### src/rtl/nibble_serial_adder_pkg.sv
// Shared definitions for the nibble-serial adder/subtractor and its slice.
package nibble_serial_adder_pkg;

  // Width of one ripple-carry slice; every operation walks the operands in
  // steps of this many bits, LSB nibble first.
  localparam int NIBBLE_W = 4;

  // Controller states. IDLE accepts operands, RUN feeds one nibble per
  // cycle through the slice, DONE presents the result until it is taken.
  typedef enum logic [1:0] {
    ST_IDLE = 2'd0,
    ST_RUN  = 2'd1,
    ST_DONE = 2'd2
  } state_t;

endpackage

### src/rtl/nibble_serial_adder_add4.sv
// 4-bit ripple-carry slice: sum = a + b + cin, with the carry out of bit 3.
module add4 (
  input  logic [3:0] a,
  input  logic [3:0] b,
  input  logic       cin,
  output logic [3:0] sum,
  output logic       cout
);

  logic [4:0] c;

  assign c[0] = cin;

  // One full adder per bit, carry rippling from bit 0 to bit 3.
  for (genvar i = 0; i < 4; i++) begin : g_fa
    assign sum[i]  = a[i] ^ b[i] ^ c[i];
    assign c[i+1]  = (a[i] & b[i]) | (a[i] & c[i]) | (b[i] & c[i]);
  end

  assign cout = c[4];

endmodule

### src/rtl/nibble_serial_adder.sv
// Multi-cycle WIDTH-bit adder/subtractor built around a single 4-bit slice.
// Operands are captured once, then one nibble per cycle passes through the
// slice with the carry held in a register between cycles.
//
// Handshakes: a transfer happens on a rising edge where valid && ready are
// both high. The producer holds valid (and its payload) until the transfer;
// ready is decoded from state only and never depends on the partner's valid.
module nibble_serial_adder
  import nibble_serial_adder_pkg::*;
#(
  parameter int WIDTH = 32
) (
  input  logic             clk,
  input  logic             rst,
  input  logic             in_valid,
  output logic             in_ready,
  input  logic [WIDTH-1:0] a,
  input  logic [WIDTH-1:0] b,
  input  logic             op_sub,
  output logic             out_valid,
  input  logic             out_ready,
  output logic [WIDTH-1:0] sum,
  output logic             cout,
  output logic             ovf
);

  localparam int NIB   = WIDTH / NIBBLE_W;
  localparam int CNT_W = (NIB > 1) ? $clog2(NIB) : 1;

  // Reject widths that cannot be cut into whole nibbles.
  if ((WIDTH % NIBBLE_W) != 0 || WIDTH < NIBBLE_W) begin : g_bad_width
    $error("nibble_serial_adder: WIDTH must be a multiple of 4 and >= 4");
  end

  state_t           state;
  logic [WIDTH-1:0] a_reg;
  logic [WIDTH-1:0] b_reg;
  logic [WIDTH-1:0] sum_reg;
  logic             carry;
  logic [CNT_W-1:0] cnt;
  logic             a_msb;
  logic             b_msb;

  logic [WIDTH-1:0] b_eff;
  logic [3:0]       slice_sum;
  logic             slice_cout;
  logic [WIDTH-1:0] slice_ext;
  logic [WIDTH-1:0] sum_next;
  logic             last;

  // Subtraction is A + ~B + 1: invert B here, the +1 enters as initial carry.
  assign b_eff = op_sub ? ~b : b;

  add4 u_add4 (
    .a    (a_reg[3:0]),
    .b    (b_reg[3:0]),
    .cin  (carry),
    .sum  (slice_sum),
    .cout (slice_cout)
  );

  // Result nibbles enter at the MSB end so that after NIB shifts the first
  // (least significant) nibble has arrived at bits [3:0].
  assign slice_ext = WIDTH'(slice_sum);
  assign sum_next  = (sum_reg >> NIBBLE_W) | (slice_ext << (WIDTH - NIBBLE_W));
  assign last      = (cnt == CNT_W'(NIB - 1));

  // Ready/valid come from state alone; reset forces in_ready low.
  assign in_ready  = (state == ST_IDLE) && !rst;
  assign out_valid = (state == ST_DONE);

  // Controller, operand shifters, carry register and registered outputs.
  // The output registers load only on the final nibble, so an aborted
  // operation never exposes a partial result.
  always_ff @(posedge clk) begin
    if (rst) begin
      state   <= ST_IDLE;
      a_reg   <= '0;
      b_reg   <= '0;
      sum_reg <= '0;
      carry   <= 1'b0;
      cnt     <= '0;
      a_msb   <= 1'b0;
      b_msb   <= 1'b0;
      sum     <= '0;
      cout    <= 1'b0;
      ovf     <= 1'b0;
    end else begin
      case (state)
        ST_IDLE: begin
          if (in_valid) begin
            a_reg <= a;
            b_reg <= b_eff;
            carry <= op_sub;
            cnt   <= '0;
            a_msb <= a[WIDTH-1];
            b_msb <= b_eff[WIDTH-1];
            state <= ST_RUN;
          end
        end
        ST_RUN: begin
          a_reg   <= a_reg >> NIBBLE_W;
          b_reg   <= b_reg >> NIBBLE_W;
          sum_reg <= sum_next;
          carry   <= slice_cout;
          cnt     <= cnt + 1'b1;
          if (last) begin
            state <= ST_DONE;
            sum   <= sum_next;
            cout  <= slice_cout;
            // Signed overflow: like-signed inputs giving an unlike-signed sum.
            ovf   <= (a_msb == b_msb) && (slice_sum[3] != a_msb);
          end
        end
        ST_DONE: begin
          if (out_ready) state <= ST_IDLE;
        end
        default: state <= ST_IDLE;
      endcase
    end
  end

endmodule

### config.mk
export PLATFORM = sky130hd
export DESIGN_NAME = nibble_serial_adder
export DESIGN_NICKNAME = d
export VERILOG_FILES = /design/src/rtl/nibble_serial_adder_pkg.sv /design/src/rtl/nibble_serial_adder_add4.sv /design/src/rtl/nibble_serial_adder.sv
export SDC_FILE = /design/constraint.sdc
export NUM_CORES = 1
export LEC_CHECK = 0
export CORE_ASPECT_RATIO = 0.7
export CORE_MARGIN = 8
export CORE_UTILIZATION = 45
export DETAILED_ROUTE_END_ITERATION = 10
export HOLD_SLACK_MARGIN = 0.12
export PLACE_DENSITY = 0.71
export SKIP_LAST_GASP = 1
export SYNTH_ARGS = -nofsm -noshare
export SYNTH_HDL_FRONTEND = slang
export SYNTH_SLANG_ARGS = --single-unit
export TNS_END_PERCENT = 5
### constraint.sdc
create_clock -name clk -period 4.57 [get_ports clk]
set_input_delay 0.914 -clock clk [delete_from_list [all_inputs] [get_ports clk]]
set_output_delay 0.914 -clock clk [all_outputs]
set_load 0.005 [all_outputs]
## After elaboration in Yosys (flattened, before gate mapping)

Cells that the tools add are included.

- $add $sub $neg: 1
- Multipliers: 0
- Div/mod/pow operators: 0
- Magnitude comparators: 0
- Eq/ne operators: 8
- Shift operators: 0
- Muxes and demuxes: 13
- Bitwise operators: 30
- Reductions and logical operators: 9

Operator list:

| cell | count |
|---|---|
| case mux 32 bit (2 select lines) | 2 |
| 2-to-1 mux 32 bit | 3 |
| inverter 32 bit | 1 |
| bitwise OR 28 x 32 -> 32 bit | 1 |
| bitwise AND 1 bit | 12 |
| bitwise OR 1 bit | 8 |
| XOR 1 bit | 8 |
| 2-to-1 mux 2 bit | 3 |
| case mux 2 bit (3 select lines) | 1 |
| case mux 3 bit (2 select lines) | 1 |
| AND reduction 2 bit | 3 |
| inequality test 2 bit, second input constant | 2 |
| adder 3 x 1 -> 3 bit, second input constant | 1 |
| == test 3 bit, second input constant | 1 |
| 2-to-1 mux 3 bit | 1 |
| AND reduction 3 bit | 1 |
| == test 2 x 1 -> 1 bit, second input constant | 1 |
| == test 2 bit, second input constant | 1 |
| logical AND 1 bit | 2 |
| logical NOT 2 bit | 1 |
| inequality test 2 x 1 -> 1 bit, second input constant | 1 |
| case mux 1 bit (2 select lines) | 1 |
| nonzero test 2 bit | 1 |
| == test 1 bit | 1 |
| 3 further kinds | 3 |

- Register bits after elaboration: 138
- Bits in latches: 0
- Memory bits (writable): 0
- Memory bits (read-only): 0
- Input bits: 69
- Memories: 0

## Depth between registers and ports, before layout

Gate-level depths: netlist of the first run.

- Depth in word-level cells: 13
- Depth in mapped cells: 10
- Depth with buffers taken out: 10

## Hierarchy

Synthesis of the first run repeated with hierarchy kept, for this count alone.

- Cell total of the unflattened synthesis: 614
- Area total of the unflattened synthesis: 5,597.9 µm²

Modules (own cells, without submodules):

| module | instances | cells each | area each (µm²) | seq. area each (µm²) |
|---|---|---|---|---|
| nibble_serial_adder | 1 | 600 | 5,480.3 | 2,682.6 |
| add4 | 1 | 14 | 117.6 | 0.0 |

## Worst setup path before layout of the first run

OpenSTA, ideal clock, no wires.

- Path kind: input to output
- Start: in rst
- End: out in_ready
- Data arrival time: 1.636 ns
- Data required time: 3.656 ns
- Slack: 2.020 ns
- Stages on the path: 4
- Path through: buf_6 -> clkbuf_1 -> clkbuf_1 -> nor3_1

- Word-level cells in the longest chain between the ends: 2

Ends and longest elaborated chain:

| item | RTL line | RTL |
|---|---|---|
| from (decl) | nibble_serial_adder.sv:14 | `input logic rst,` |
| logical NOT 1 bit | nibble_serial_adder.sv:69 | `assign in_ready = (state == ST_IDLE) && !rst;` |
| logical AND 1 bit | nibble_serial_adder.sv:69 |  |
| to (decl) | nibble_serial_adder.sv:16 | `output logic in_ready,` |

Every way passes these cells.

## Final worst setup path of the first run

Same ends and word-level chain as after synthesis.

==> flow_summary.ini, run 1 <==
[detailed_routing]
via_per_inst = 5.27
wl_met3_um = 973
dr.pass1.iters = 6
wl_met2_um = 5740
top_layer = met4
ant_nets = 0
m1WireLength_um = 6480
num_vias = 4524
routed_wl_um = 13300
drc_errors = 0
drt-initial-drc-count = 446
detail_route.wl_per_cell_um = 15.6

[yosys]
synth_seq_cells = 134
synth_edf_count = 0
syn-num-nets = 684
syn_area_per_cell_sq_um = 9.18
ys_seq_area_frac = 0.480
synth_async_sr_flop_share = 0
synth_most_common_cell = dfxtp_1
synth_common_cells = dfxtp_1, nand2_1, a21oi_1, nor2_1, a211oi_1
ys_types = 36
yosys_warnings = 0
ys.flop_type = dfxtp_1
synth_area_leaders = dfxtp_1, nand2_1, a21oi_1
yosysTopAreaCell = dfxtp_1
synth_area_sq_um = 5590
syn-instance-count = 609
synth_top_area_frac = 0.480

[critical_path]
slowest_delay_ns = 0.52
crit_chain = buf_4, nor3_1, clkdlybuf4s50_1
cp-end-kind = primary output
crit_path_start_kind = input port
crit_slowest_cell = buf_4
cp_max_fo = 66
worstPathArrival_ns = 2.00
crit_type = input port to primary output
crit_required_ns = 3.66

[timing]
rsz0062_at_grt = false
finalSetupViolCount = 0
period_minus_slack_ns = 2.91
worst_pin_slew_ns = 1.23
slew_viol_final = 0
fin_skew_ns = 0.00927
hold_viol = 0
setup_tns_ns = 0
fin_crit_sh = 0.637
slew_headroom = 0.178
fmax_mhz = 344

[pwr]
p_seq_frac = 0.428
total_power_uw = 2970
internal-power_uw = 2290
p_sw_uw = 677
comb_power_share = 0.104
ir_drop_uv = 271
p_leak_uw = 0.00249
swShare = 0.228
clock_power_share = 0.469
p_per_area_nw_per_um2 = 414

[place]
dp_hpwl_um = 9170
routabilityCongestion = 0.781
placed_cells = 826
postPlaceCellArea_sq_um = 6570
port_buffers = 104

[grt]
grt_pass1_vias = 4401
grt_first_pass_wirelength_um = 21900
grt_max_degree = 70
track_usage = 0.166
grt_antenna_before_repair = 0
grt-ovfl-total = 0

[clock_network]
cts_buffer_depth = 2
clock_latency_ns = 0.41
cts.reportedPaths.clkPinSlew_ns = 0.05
post_cts_buffers = 0
clock_sinks = 134
tritoncts = yes
cts_resized = 0
cts.htree.levels = 4
cts_hold_buf = 0
cts_root_buffer = clkbuf_16
cts_buffers = 17

[floorplan]
fp.dieH_um = 109
pin_count = 105
die_w_um = 149
die-area_sq_um = 16300
core_sq_um = 12300
rows = 34
start_util = 0.455

[finish]
antenna_cells = 0
fin_cells = 858
post-route-util = 0.584
syn2layout_area_growth_pct = 28.4
drive_gt1_frac = 0.0891
fillers = 1050
largest_reg_flops = 60
postLayoutCellArea_sq_um = 7180
fin_nets = 758

[status]
outcome = complete, no violations

[min_path]
hp-class = flop to flop

[flow_run]
cap_viol_max_count = 0
worst paths after layout:
path                            startpoint       end  slack [ns]  cells after the start
worst max-delay path                   rst  in_ready        1.66                      3
worst min-delay path                sum[5]    sum[5]        0.45                      2
worst max register to register    b_reg[0]       ovf        1.92                      9
worst min register to register      sum[5]    sum[5]        0.45                      2
metrics by stage:
stage,hold WS (ns),setup WS [ns]
3_5_place_dp,0.448,1.63
2_1_floorplan,0.432,2.02
4_1_cts,0.457,1.63
3_3_place_gp,0.441,1.65
5_1_grt,0.474,1.56
6_report,0.453,1.66
worst max-delay path: cells and delay by family:
kind	cells	cell delay (ns)
buffers and inverters	2	0.99
and+or+nand+nor	1	0.09
cells in the final DEF (no fill, tap or decap), types with 2 or more instances in the layout:
cell / count
a211oi_1: 33
a21oi_1: 67
a221o_1: 4
a22oi_1: 27
buf_4: 6
bufinv_16: 3
clkbuf_1: 3
clkbuf_16: 17
clkbuf_8: 4
clkdlybuf4s50_1: 102
clkinv_2: 3
clkinvlp_4: 2
dfxtp_1: 133
fa_1: 4
ha_1: 2
inv_1: 7
mux2i_1: 29
nand2_1: 124
nand2b_1: 2
nand3_1: 7
nor2_1: 45
o22ai_1: 4
o22ai_2: 20
xnor2_1: 28
xor2_1: 4
power by group through the flow:
stage / sequential, uW / combinational [uW] / clock [uW]
CTS: 1270 / 310 / 1410
global route: 1280 / 337 / 1460
global placement: 1290 / 300 / 0
finish: 1270 / 307 / 1390
detailed placement: 1290 / 308 / 0
floorplan: 1280 / 223 / 0
metal layers:
metal	GRT usage	up-vias
met5	0	-
met4	0.0596	0
met3	0.0502	16
met2	0.252	128
met1	0.221	2125
li1	-	2255
layout make-up:
type	count	area, sq um	area share
Sequential cell	134	2680	0.374
Clock inverter	8	120	0.0167
Timing Repair Buffer	109	1070	0.149
Clock buffer	24	492	0.0685
Inverter	7	26.3	0.00366
Tap cell	162	203	0.0282
Multi-Input combinational cell	414	2580	0.360
cells by family after synthesis:
group	synth area share
AO/OA/AOI/OAI	0.204
XOR/XNOR	0.0501
adder cells (fa/ha/maj)	0.0188
buffers and inverters	0.0593
flip-flops	0.480
multiplexers	0.0519
AND/OR/NAND/NOR	0.136
Power figures use the tool's default switching activity.
==> inputs of run 2 (changes only) <==
--- a/config.mk
+++ b/config.mk
@@ -10,7 +10,7 @@
 export CORE_UTILIZATION = 45
 export DETAILED_ROUTE_END_ITERATION = 10
 export HOLD_SLACK_MARGIN = 0.12
-export PLACE_DENSITY = 0.71
+export PLACE_DENSITY = 0.73
 export SKIP_LAST_GASP = 1
 export SYNTH_ARGS = -nofsm -noshare
 export SYNTH_HDL_FRONTEND = slang
==> constraint.sdc (replaced) <==
create_clock -name clk -period 2.4 [get_ports clk]
set_input_delay 0.48 -clock clk [delete_from_list [all_inputs] [get_ports clk]]
set_output_delay 0.48 -clock clk [all_outputs]
set_load 0.005 [all_outputs]
==> flow_summary.ini, run 2 (synthesis gave the netlist of run 1 again) <==
[timing]
rsz0062_at_grt = true
setup_tns_ns = 0
worst_pin_slew_ns = 0.669
finalSetupViolCount = 0
fin_skew_ns = 0.00692
slew_viol_final = 0
fin_crit_sh = 0.980
hold_viol = 0
period_minus_slack_ns = 2.35
slew_headroom = 0.554
fmax_mhz = 425

[critical_path]
crit_chain = inv_2, fa_1, inv_1, fa_2, fa_2, inv_2, fa_1, or3_1, a311oi_1
cp_max_fo = 2
worstPathArrival_ns = 2.67
cp_top_family = adder cells
crit_type = flop to flop
path_buf_inv = 3
crit_required_ns = 2.72
crit_path_start_kind = flop
slowest_delay_ns = 0.41
crit_slowest_cell = fa_1
cp-end-kind = flop

[finish]
largest_reg_flops = 60
postLayoutCellArea_sq_um = 7250
fin_nets = 766
final_common_cell = dfxtp_1
syn2layout_area_growth_pct = 29.7
final_cell_mix = dfxtp_1, nand2_1, clkdlybuf4s50_1, a21oi_1, nor2_1
fillers = 1040
antenna_cells = 0
drive_gt1_frac = 0.107
fin_cells = 866
post-route-util = 0.590

[grt]
track_usage = 0.164
grt-ovfl-total = 0
grt_antenna_before_repair = 0
grt_max_degree = 133
grt_first_pass_wirelength_um = 21300
grt_pass1_vias = 4357

[floorplan]
core_sq_um = 12300
rows = 34
start_util = 0.455
fp.dieH_um = 109
die-area_sq_um = 16300
pin_count = 105
die_w_um = 149

[clock_network]
cts_root_buffer = clkbuf_16
clock_sinks = 134
cts_buffers = 17
cts_hold_buf = 0
cts_buffer_depth = 2
clock_latency_ns = 0.41
cts.htree.levels = 4
cts.reportedPaths.clkPinSlew_ns = 0.05
tritoncts = yes

[flow_run]
cap_viol_max_count = 0

[place]
dp_hpwl_um = 9080
postPlaceCellArea_sq_um = 6660
placed_cells = 834
routabilityCongestion = 0.827
port_buffers = 104

[detailed_routing]
drc_errors = 0
routed_wl_um = 13400
detail_route.wl_per_cell_um = 15.4
dr.pass1.iters = 8
num_vias = 4473
ant_nets = 0
via_per_inst = 5.17
drt-initial-drc-count = 365

[pwr]
p_per_area_nw_per_um2 = 769
ir_drop_uv = 534
p_leak_uw = 0.00254

[min_path]
hp-class = flop to flop

[status]
outcome = complete, no violations
[run 2: cell count changes in the layout (fill, tap and decap cells not counted), sizes merged]
cell      previous run  this run
clkinv               3         7
clkbuf              24        22
buf                  7        15
clkinvlp             2         0
[run 2: repair_timing]
item                                    in CTS  in global routing
pin swaps                                    2                  1
resized for setup                            3                  3
endpoints found under the setup margin       1                  1
buffers inserted                             0                  0
[run 2: path summary, 6_finish.rpt]
| path | start | endpoint | slack [ns] | cells past startpoint |
|---|---|---|---|---|
| max reg2reg | a_reg[0] | ovf | 0.05 | 9 |
| max | a_reg[0] | ovf | 0.05 | 9 |
| min | sum[22] | sum[22] | 0.45 | 2 |
| min reg2reg | sum[22] | sum[22] | 0.45 | 2 |
[run 2: area by class of cell]
type                            count  area (sq um)  share of cell area
Tap cell                          162           203              0.0280
Timing Repair Buffer              117          1170               0.161
Inverter                            7          26.3             0.00362
Sequential cell                   134          2690               0.370
Clock inverter                     10           129              0.0178
Multi-Input combinational cell    414          2590               0.357
Clock buffer                       22           454              0.0626
[run 2: metal layers]
metal,GRT usage,wire length (um),up-vias
met1,0.224,6570,2067
met3,0.0589,952,12
met4,0.0567,148,0
met2,0.233,5690,120
met5,0,0,-
li1,-,-,2274
[run 2: stage by stage]
stage	total power (uW)	hold WS, ns	worst slack [ns]
2_1_floorplan	2850	0.432	0.00938
3_3_place_gp	3050	0.442	-0.00228
3_5_place_dp	3070	0.448	-0.0738
4_1_cts	5620	0.454	-0.0249
5_1_grt	5800	0.478	-0.0564
6_report	5580	0.454	0.0485
[run 2: where the power goes]
part | internal (uW) | switching [uW] | total [uW]
Clock | 1650 | 898 | 2550
Sequential | 2340 | 75.7 | 2410
Combinational | 306 | 309 | 614
Total | 4290 | 1280 | 5580
[run 2: worst reg2reg max path: stages, from the launching register on]
cell	delay, ns
dfxtp_2	0.32
inv_2	0.05
fa_1	0.16
inv_1	0.05
fa_2	0.33
fa_2	0.34
inv_2	0.06
fa_1	0.41
or3_1	0.32
a311oi_1	0.21
==> inputs of run 3 (changes only) <==
--- a/config.mk
+++ b/config.mk
@@ -5,6 +5,7 @@
 export SDC_FILE = /design/constraint.sdc
 export NUM_CORES = 1
 export LEC_CHECK = 0
+export CAP_MARGIN = 10
 export CORE_ASPECT_RATIO = 0.7
 export CORE_MARGIN = 8
 export CORE_UTILIZATION = 45
==> results of run 3 <==
No change in the layout: final DEF, timing and power equal those of run 2.
